[src/rtl/alu_pkg.sv]
// Shared ALU control codes and execute-FSM encoding.
// Imported by the ALU and the decoder so both ends agree.
package alu_pkg;

    localparam logic [2:0] ALU_ADD = 3'b000;
    localparam logic [2:0] ALU_SLL = 3'b001;
    localparam logic [2:0] ALU_SUB = 3'b010;
    localparam logic [2:0] ALU_ILL = 3'b011;
    localparam logic [2:0] ALU_XOR = 3'b100;
    localparam logic [2:0] ALU_SRL = 3'b101;
    localparam logic [2:0] ALU_OR  = 3'b110;
    localparam logic [2:0] ALU_AND = 3'b111;

    typedef enum logic [1:0] {
        IDLE  = 2'd0,
        SHIFT = 2'd1,
        DONE  = 2'd2
    } alu_state_t;

    function automatic logic is_shift(input logic [2:0] op);
        return (op == ALU_SLL) || (op == ALU_SRL);
    endfunction

endpackage

[src/rtl/alu_exec_unit_shifter.sv]
// Bit-serial shifter: one position per enabled cycle.
// done flags the cycle whose step is the last one.
module alu_serial_shifter #(
    parameter int unsigned WIDTH   = 32,
    parameter int unsigned SHAMT_W = 5
) (
    input  logic               clk,
    input  logic               rst,
    input  logic               load,
    input  logic               en,
    input  logic               dir,
    input  logic [WIDTH-1:0]   din,
    input  logic [SHAMT_W-1:0] shamt,
    output logic [WIDTH-1:0]   data,
    output logic               done
);

    logic [SHAMT_W-1:0] cnt;

    always_ff @(posedge clk) begin
        if (rst) begin
            data <= '0;
            cnt  <= '0;
        end else if (load) begin
            data <= din;
            cnt  <= shamt;
        end else if (en && (cnt != '0)) begin
            // dir=1 is a logical right shift, dir=0 is left
            data <= dir ? (data >> 1) : (data << 1);
            cnt  <= cnt - SHAMT_W'(1);
        end
    end

    assign done = (cnt == SHAMT_W'(1));

endmodule

[src/rtl/alu_exec_unit.sv]
// Execute-stage ALU with valid/ready handshake.
// Logic/arith ops take one cycle; shifts run bit-serially.
module alu_exec_unit
    import alu_pkg::*;
#(
    parameter int unsigned WIDTH   = 32,
    parameter int unsigned SHAMT_W = 5
) (
    input  logic             clk,
    input  logic             rst,
    input  logic             in_valid,
    output logic             in_ready,
    input  logic [WIDTH-1:0] SrcA,
    input  logic [WIDTH-1:0] SrcB,
    input  logic [2:0]       ALUControl,
    output logic             out_valid,
    input  logic             out_ready,
    output logic [WIDTH-1:0] ALUResult,
    output logic             Zero,
    output logic             illegal
);

    alu_state_t         state_q, state_d;
    logic [2:0]         op_q;
    logic [WIDTH-1:0]   res_q;
    logic [WIDTH-1:0]   alu_res;
    logic [WIDTH-1:0]   sh_data;
    logic [SHAMT_W-1:0] shamt;
    logic               sh_done;
    logic               accept;

    assign shamt  = SrcB[SHAMT_W-1:0];
    assign accept = in_valid && in_ready;

    always_comb begin
        alu_res = '0;
        unique case (1'b1)
            (ALUControl == ALU_ADD): alu_res = SrcA + SrcB;
            (ALUControl == ALU_SUB): alu_res = SrcA - SrcB;
            (ALUControl == ALU_XOR): alu_res = SrcA ^ SrcB;
            (ALUControl == ALU_OR):  alu_res = SrcA | SrcB;
            (ALUControl == ALU_AND): alu_res = SrcA & SrcB;
            (ALUControl == ALU_ILL): alu_res = '0;
            (ALUControl == ALU_SLL): alu_res = '0;
            (ALUControl == ALU_SRL): alu_res = '0;
            default:                 alu_res = '0;
        endcase
    end

    always_ff @(posedge clk) begin
        if (rst) begin
            state_q <= IDLE;
            op_q    <= ALU_ADD;
            res_q   <= '0;
        end else begin
            state_q <= state_d;
            if (accept) begin
                op_q  <= ALUControl;
                res_q <= alu_res;
            end
        end
    end

    always_comb begin
        state_d   = state_q;
        in_ready  = 1'b0;
        out_valid = 1'b0;
        unique case (state_q)
            IDLE: begin
                in_ready = 1'b1;
                if (in_valid) begin
                    if (is_shift(ALUControl) && (shamt != '0))
                        state_d = SHIFT;
                    else
                        state_d = DONE;
                end
            end
            SHIFT: begin
                if (sh_done)
                    state_d = DONE;
            end
            DONE: begin
                out_valid = 1'b1;
                if (out_ready)
                    state_d = IDLE;
            end
            default: state_d = IDLE;
        endcase
    end

    alu_serial_shifter #(
        .WIDTH   (WIDTH),
        .SHAMT_W (SHAMT_W)
    ) u_shifter (
        .clk   (clk),
        .rst   (rst),
        .load  (accept),
        .en    (state_q == SHIFT),
        .dir   (op_q == ALU_SRL),
        .din   (SrcA),
        .shamt (shamt),
        .data  (sh_data),
        .done  (sh_done)
    );

    // Shift results live in the shifter's working register
    assign ALUResult = is_shift(op_q) ? sh_data : res_q;
    assign Zero      = out_valid && (ALUResult == '0);
    assign illegal   = out_valid && (op_q == ALU_ILL);

endmodule

[config.mk]
export PLATFORM = sky130hd
export DESIGN_NAME = alu_exec_unit
export DESIGN_NICKNAME = d
export VERILOG_FILES = /design/src/rtl/alu_pkg.sv /design/src/rtl/alu_exec_unit_shifter.sv /design/src/rtl/alu_exec_unit.sv
export SDC_FILE = /design/constraint.sdc
export NUM_CORES = 1
export LEC_CHECK = 0
export CORE_MARGIN = 4
export CORE_UTILIZATION = 50
export CTS_CLUSTER_DIAMETER = 100
export DETAILED_ROUTE_END_ITERATION = 6
export PLACE_DENSITY = 0.75
export REMOVE_ABC_BUFFERS = 1
export SLEW_MARGIN = 20
export SYNTH_ARGS = -nofsm -noshare
export SYNTH_HDL_FRONTEND = slang
export SYNTH_SLANG_ARGS = --single-unit
[constraint.sdc]
create_clock -name clk -period 5.9 [get_ports clk]
set_input_delay 1.18 -clock clk [delete_from_list [all_inputs] [get_ports clk]]
set_output_delay 1.18 -clock clk [all_outputs]
set_load 0.02 [all_outputs]
==> results.md <==
Placed design:
- Routability-driven placement finished with a final weighted congestion of 0.9862.
- The total placed instance area is 9239 um^2.
- The number of buffers added on ports is 106.
- The total half-perimeter wirelength after legalization and detailed placement is 19960 um.
- In this run, placement finished with an instance count of 1387.
- The pre-CTS worst setup slack is 0.2888 ns.

Final layout:
- From synthesis to final layout, the design area changed by 19.43%.
- At the end of the flow, the number of nets in the layout was 1359.
- The sequential cells in the finished layout cover a total of 1481 um^2.
- The post-route standard cell area excluding fillers is 9512 um^2.
- The number of fill cells is 1489.
- The fraction of layout instances using a drive strength above 1 is 7.466%.
- The area occupied by multi-input gates is 5949 um^2.
- For this run, the share of the core covered by cells in the final layout is 61.65%.
- The most common library cell in the layout ignoring fill and taps is sky130_fd_sc_hd__nand2_1.
- The non-filler instance count after layout is 1403.
- The number of antenna diodes in the final layout is 0.
- The top cell types in the final layout, fill and taps aside, are sky130_fd_sc_hd__nand2_1, sky130_fd_sc_hd__clkdlybuf4s50_1, sky130_fd_sc_hd__ha_1.

Drt:
- The final layout contains routed wiring with a total length of 27460 um.
- The total via count after detailed routing is 8650.
- The length of the first detailed-routing pass in iterations is 5.
- After detailed routing, the average wire length per cell comes to 19.57 um.
- The number of design-rule violations left by the first detailed-router iteration is 951.
- After detailed routing, the number of vias per cell comes to 6.165.
- The count of nets left with antenna violations once routing finished came out at 0.
- The DRC violation count after routing is 0.

Timing:
- The final worst-path cycle share is 89.71%.
- The final-layout worst hold slack is 0.4716 ns.
- At the pin with the least slew margin, the transition time is 0.8781 ns.
- After routing, the total negative slack on setup checks comes to 0 ns.
- The highest clock frequency the design can meet is 188.9 MHz.
- The number of slew-limit violations in the final report is 0.
- The setup slack after layout is 0.6073 ns.
- The routed design could run at a clock period as short as 5.293 ns.
- The clock skew is 0.005521 ns.
- The final count of hold timing violations came to 0.
- Setup violations remaining at the end of the flow were counted as 0.
- Setup repair after global routing left no endpoint under its margin.
- Measured against its own limit, the worst slew margin works out to 41.46%.

Critical path:
- The slowest stage cell on the critical path is sky130_fd_sc_hd__clkdlybuf4s50_1.
- Along the worst path, the maximum fanout reaches 7.
- The critical path's most frequent cell is sky130_fd_sc_hd__nand3_1.
- By startpoint and endpoint, the worst setup path is classified as in2reg.
- The worst setup path is captured at a register.
- Traced cell by cell, the critical path runs through clkdlybuf4s50_1, nor4_4, nand3_1, or4_4, nor2_2, nand2_1, nand2_1, xnor2_1, ha_1, and2_1, nand3_1, nor2_1, nand3_1, or4b_1, and3_1, o31a_1, nor3_2.
- For the worst setup path, the data arrival time is 5.57 ns.
- For the worst setup path, the data required time is 6.18 ns.
- The launching element type of the critical path is an input port.
- The largest single stage delay on the critical path is 0.56 ns.

Clock tree:
- Once the clock tree was built, the resizer swapped 0 gates to a different size.
- The number of hold buffers added after cts is 0.
- The total clock buffers created by CTS is 9.
- After clock tree synthesis, the setup repair step added 0 buffers.
- Clock latency on the worst-skew pair, taken at its later pin, is 0.35 ns.
- Clock-pin slew was measured on the worst setup and hold paths at 0.06 ns.
- TritonCTS built the clock tree.
- The deepest level of the CTS H-tree is 3.
- No sink is reached through more buffers than the 2 on the longest clock path.
- The tree is rooted in a sky130_fd_sc_hd__clkbuf_16.
- The number of clock sinks is 74.

GRT:
- In the global route stage, met1 resource usage came out at 41.48%.
- The first-pass GRT wire length is 44000 um.
- The aggregate global routing overflow is 0.
- The via count of the first global-routing pass was 8186.
- The met3 track demand over resource is 4.839%.
- The global-route track usage on met2 is 49.08%.
- The number of antenna violations at the first check in global routing came to 0.
- Entering global routing, the biggest net connects 46 pins.
- The global router's overall resource usage is 30.20%.
- met2 is the most crowded layer.

Synth:
- For this run, the leading register cell type out of synthesis is sky130_fd_sc_hd__dfxtp_1.
- The mux share of post-synthesis cell area is 5.043%.
- Yosys mapped a number of flops with a built-in enable equal to 0.
- Counting distinct cell types in the post-synthesis netlist gives 70.
- After Yosys synthesis, XOR and XNOR cells account for 5.609% of the synthesized area.
- The number of instances in the synthesized netlist is 1107.
- The post-synthesis cell type with the largest combined area is sky130_fd_sc_hd__dfxtp_1.
- After Yosys synthesis, full adders, half adders and majority gates account for 15.96% of the synthesized area.
- The post-synthesis register bit count is 74.
- The combinational family with the most area after synthesis is compound AO/OA/AOI/OAI gates.
- The share of synthesized flip-flops with an asynchronous set or reset is 0%.
- After synthesis, the cell types taking the most area are sky130_fd_sc_hd__dfxtp_1, sky130_fd_sc_hd__ha_1, sky130_fd_sc_hd__nand2_1.
- Summing the areas of all compound-gate instances in the mapped netlist gives 26.35% of the synthesized area.
- In this run the mean area of a mapped cell was 7.194 um^2.
- The Yosys step of the flow raised 0 warnings.
- The synthesized netlist devotes 21.62% of its cell area to simple gates.
- The share of Yosys cell area claimed by the top area cell type is 18.60%.
- Of the synthesized area, sequential elements account for 18.60%.
- The mapped netlist covers 7964 um^2.

Die:
- The horizontal extent of the die is 134.2 um.
- The number of top-level design ports is 107.
- The vertical die dimension is 134.2 um.
- The number of placement rows is 45.
- The die outline area is 18010 um^2.
- The area of the core is 15430 um^2.
- The effective utilization at floorplan is 51.62%.

Power and ir drop:
- In this run the static leakage power is 3.929 nW.
- Summing internal, switching and leakage power gives 1.865 mW.
- The total power per unit cell area is 196.0 nW/um^2.
- The worst-case IR drop observed on VDD is 0.1337 mV.

Run:
- The tool flagged a number of max-cap violations equal to 0.

Hold path:
- The class of the tightest hold or removal check is reg2reg.

Outcome:
- The flow ran to the end, and the final reports show no timing, DRC or antenna violations.
[per-layer routing]
metal  share of wire (%)  vias to the layer above
met1                  44                     4102
met5                   0                        -
met2                  46                      398
met4                 2.1                        0
met3                 7.3                       41
li1                    -                     4109
[worst paths after layout]
check	startpoint	end	slack, ns	cells past startpoint
worst max-delay path	SrcB[2]	res_q[31]	0.61	17
worst min-delay path	op_q[0]	op_q[0]	0.47	2
worst max register to register	state_q[1]	u_shifter.cnt[3]	3.49	7
worst min register to register	op_q[0]	op_q[0]	0.47	2
[registers in the layout, summed over array words and instances, names as in the netlist]
name and count:
res_q 32, op_q 3, state_q 2, u_shifter.data 32
u_shifter.cnt 5
[cell usage after synthesis (6+ instances only)]
library cell               instances
sky130_fd_sc_hd__a21o_1           12
sky130_fd_sc_hd__a21oi_1          91
sky130_fd_sc_hd__a221oi_1         34
sky130_fd_sc_hd__a222oi_1          6
sky130_fd_sc_hd__a22oi_1          22
sky130_fd_sc_hd__a31oi_1           8
sky130_fd_sc_hd__and2_1            8
sky130_fd_sc_hd__and3_1           10
sky130_fd_sc_hd__clkbuf_1         57
sky130_fd_sc_hd__dfxtp_1          74
sky130_fd_sc_hd__ha_1            100
sky130_fd_sc_hd__inv_1            78
sky130_fd_sc_hd__mux2_2           33
sky130_fd_sc_hd__nand2_1         171
sky130_fd_sc_hd__nand2b_1          6
sky130_fd_sc_hd__nand3_1          17
sky130_fd_sc_hd__nor2_1           94
sky130_fd_sc_hd__nor2b_1           7
sky130_fd_sc_hd__nor3_1           23
sky130_fd_sc_hd__nor4_1           13
sky130_fd_sc_hd__o21ai_0          90
sky130_fd_sc_hd__o22ai_1           7
sky130_fd_sc_hd__o31ai_1          11
sky130_fd_sc_hd__or3_1             6
sky130_fd_sc_hd__xnor2_1          39
sky130_fd_sc_hd__xor2_1           12
[power by group]
group | internal (mW) | switching, mW
Clock | 0.294 | 0.240
Sequential | 0.535 | 0.0309
Combinational | 0.316 | 0.449
[critical path: cells and delay by family]
family / cells / cell delay, ns
AND/OR/NAND/NOR: 13 / 3.09
adder cells (fa/ha/maj): 1 / 0.39
buffers and inverters: 1 / 0.56
AO/OA/AOI/OAI: 1 / 0.28
XOR/XNOR: 1 / 0.07
[cell type report]
type,count,share of cell area (%)
clock inverter,5,0.3157
clock buffer,11,2.552
inverter,78,3.078
timing repair buffer,132,13.15
sequential,74,15.57
tap,211,2.776
multi-input combinational,892,62.55
[cell families (layout without fill, tap and decap cells)]
| logic type | after synthesis | count (layout) |
|---|---|---|
| AO/OA/AOI/OAI | 327 | 327 |
| XOR/XNOR | 51 | 51 |
| adder cells (fa/ha/maj) | 101 | 101 |
| buffers and inverters | 141 | 226 |
| flip-flops | 74 | 74 |
| multiplexers | 36 | 36 |
| AND/OR/NAND/NOR | 377 | 377 |
Power figures use the tool's default switching activity.
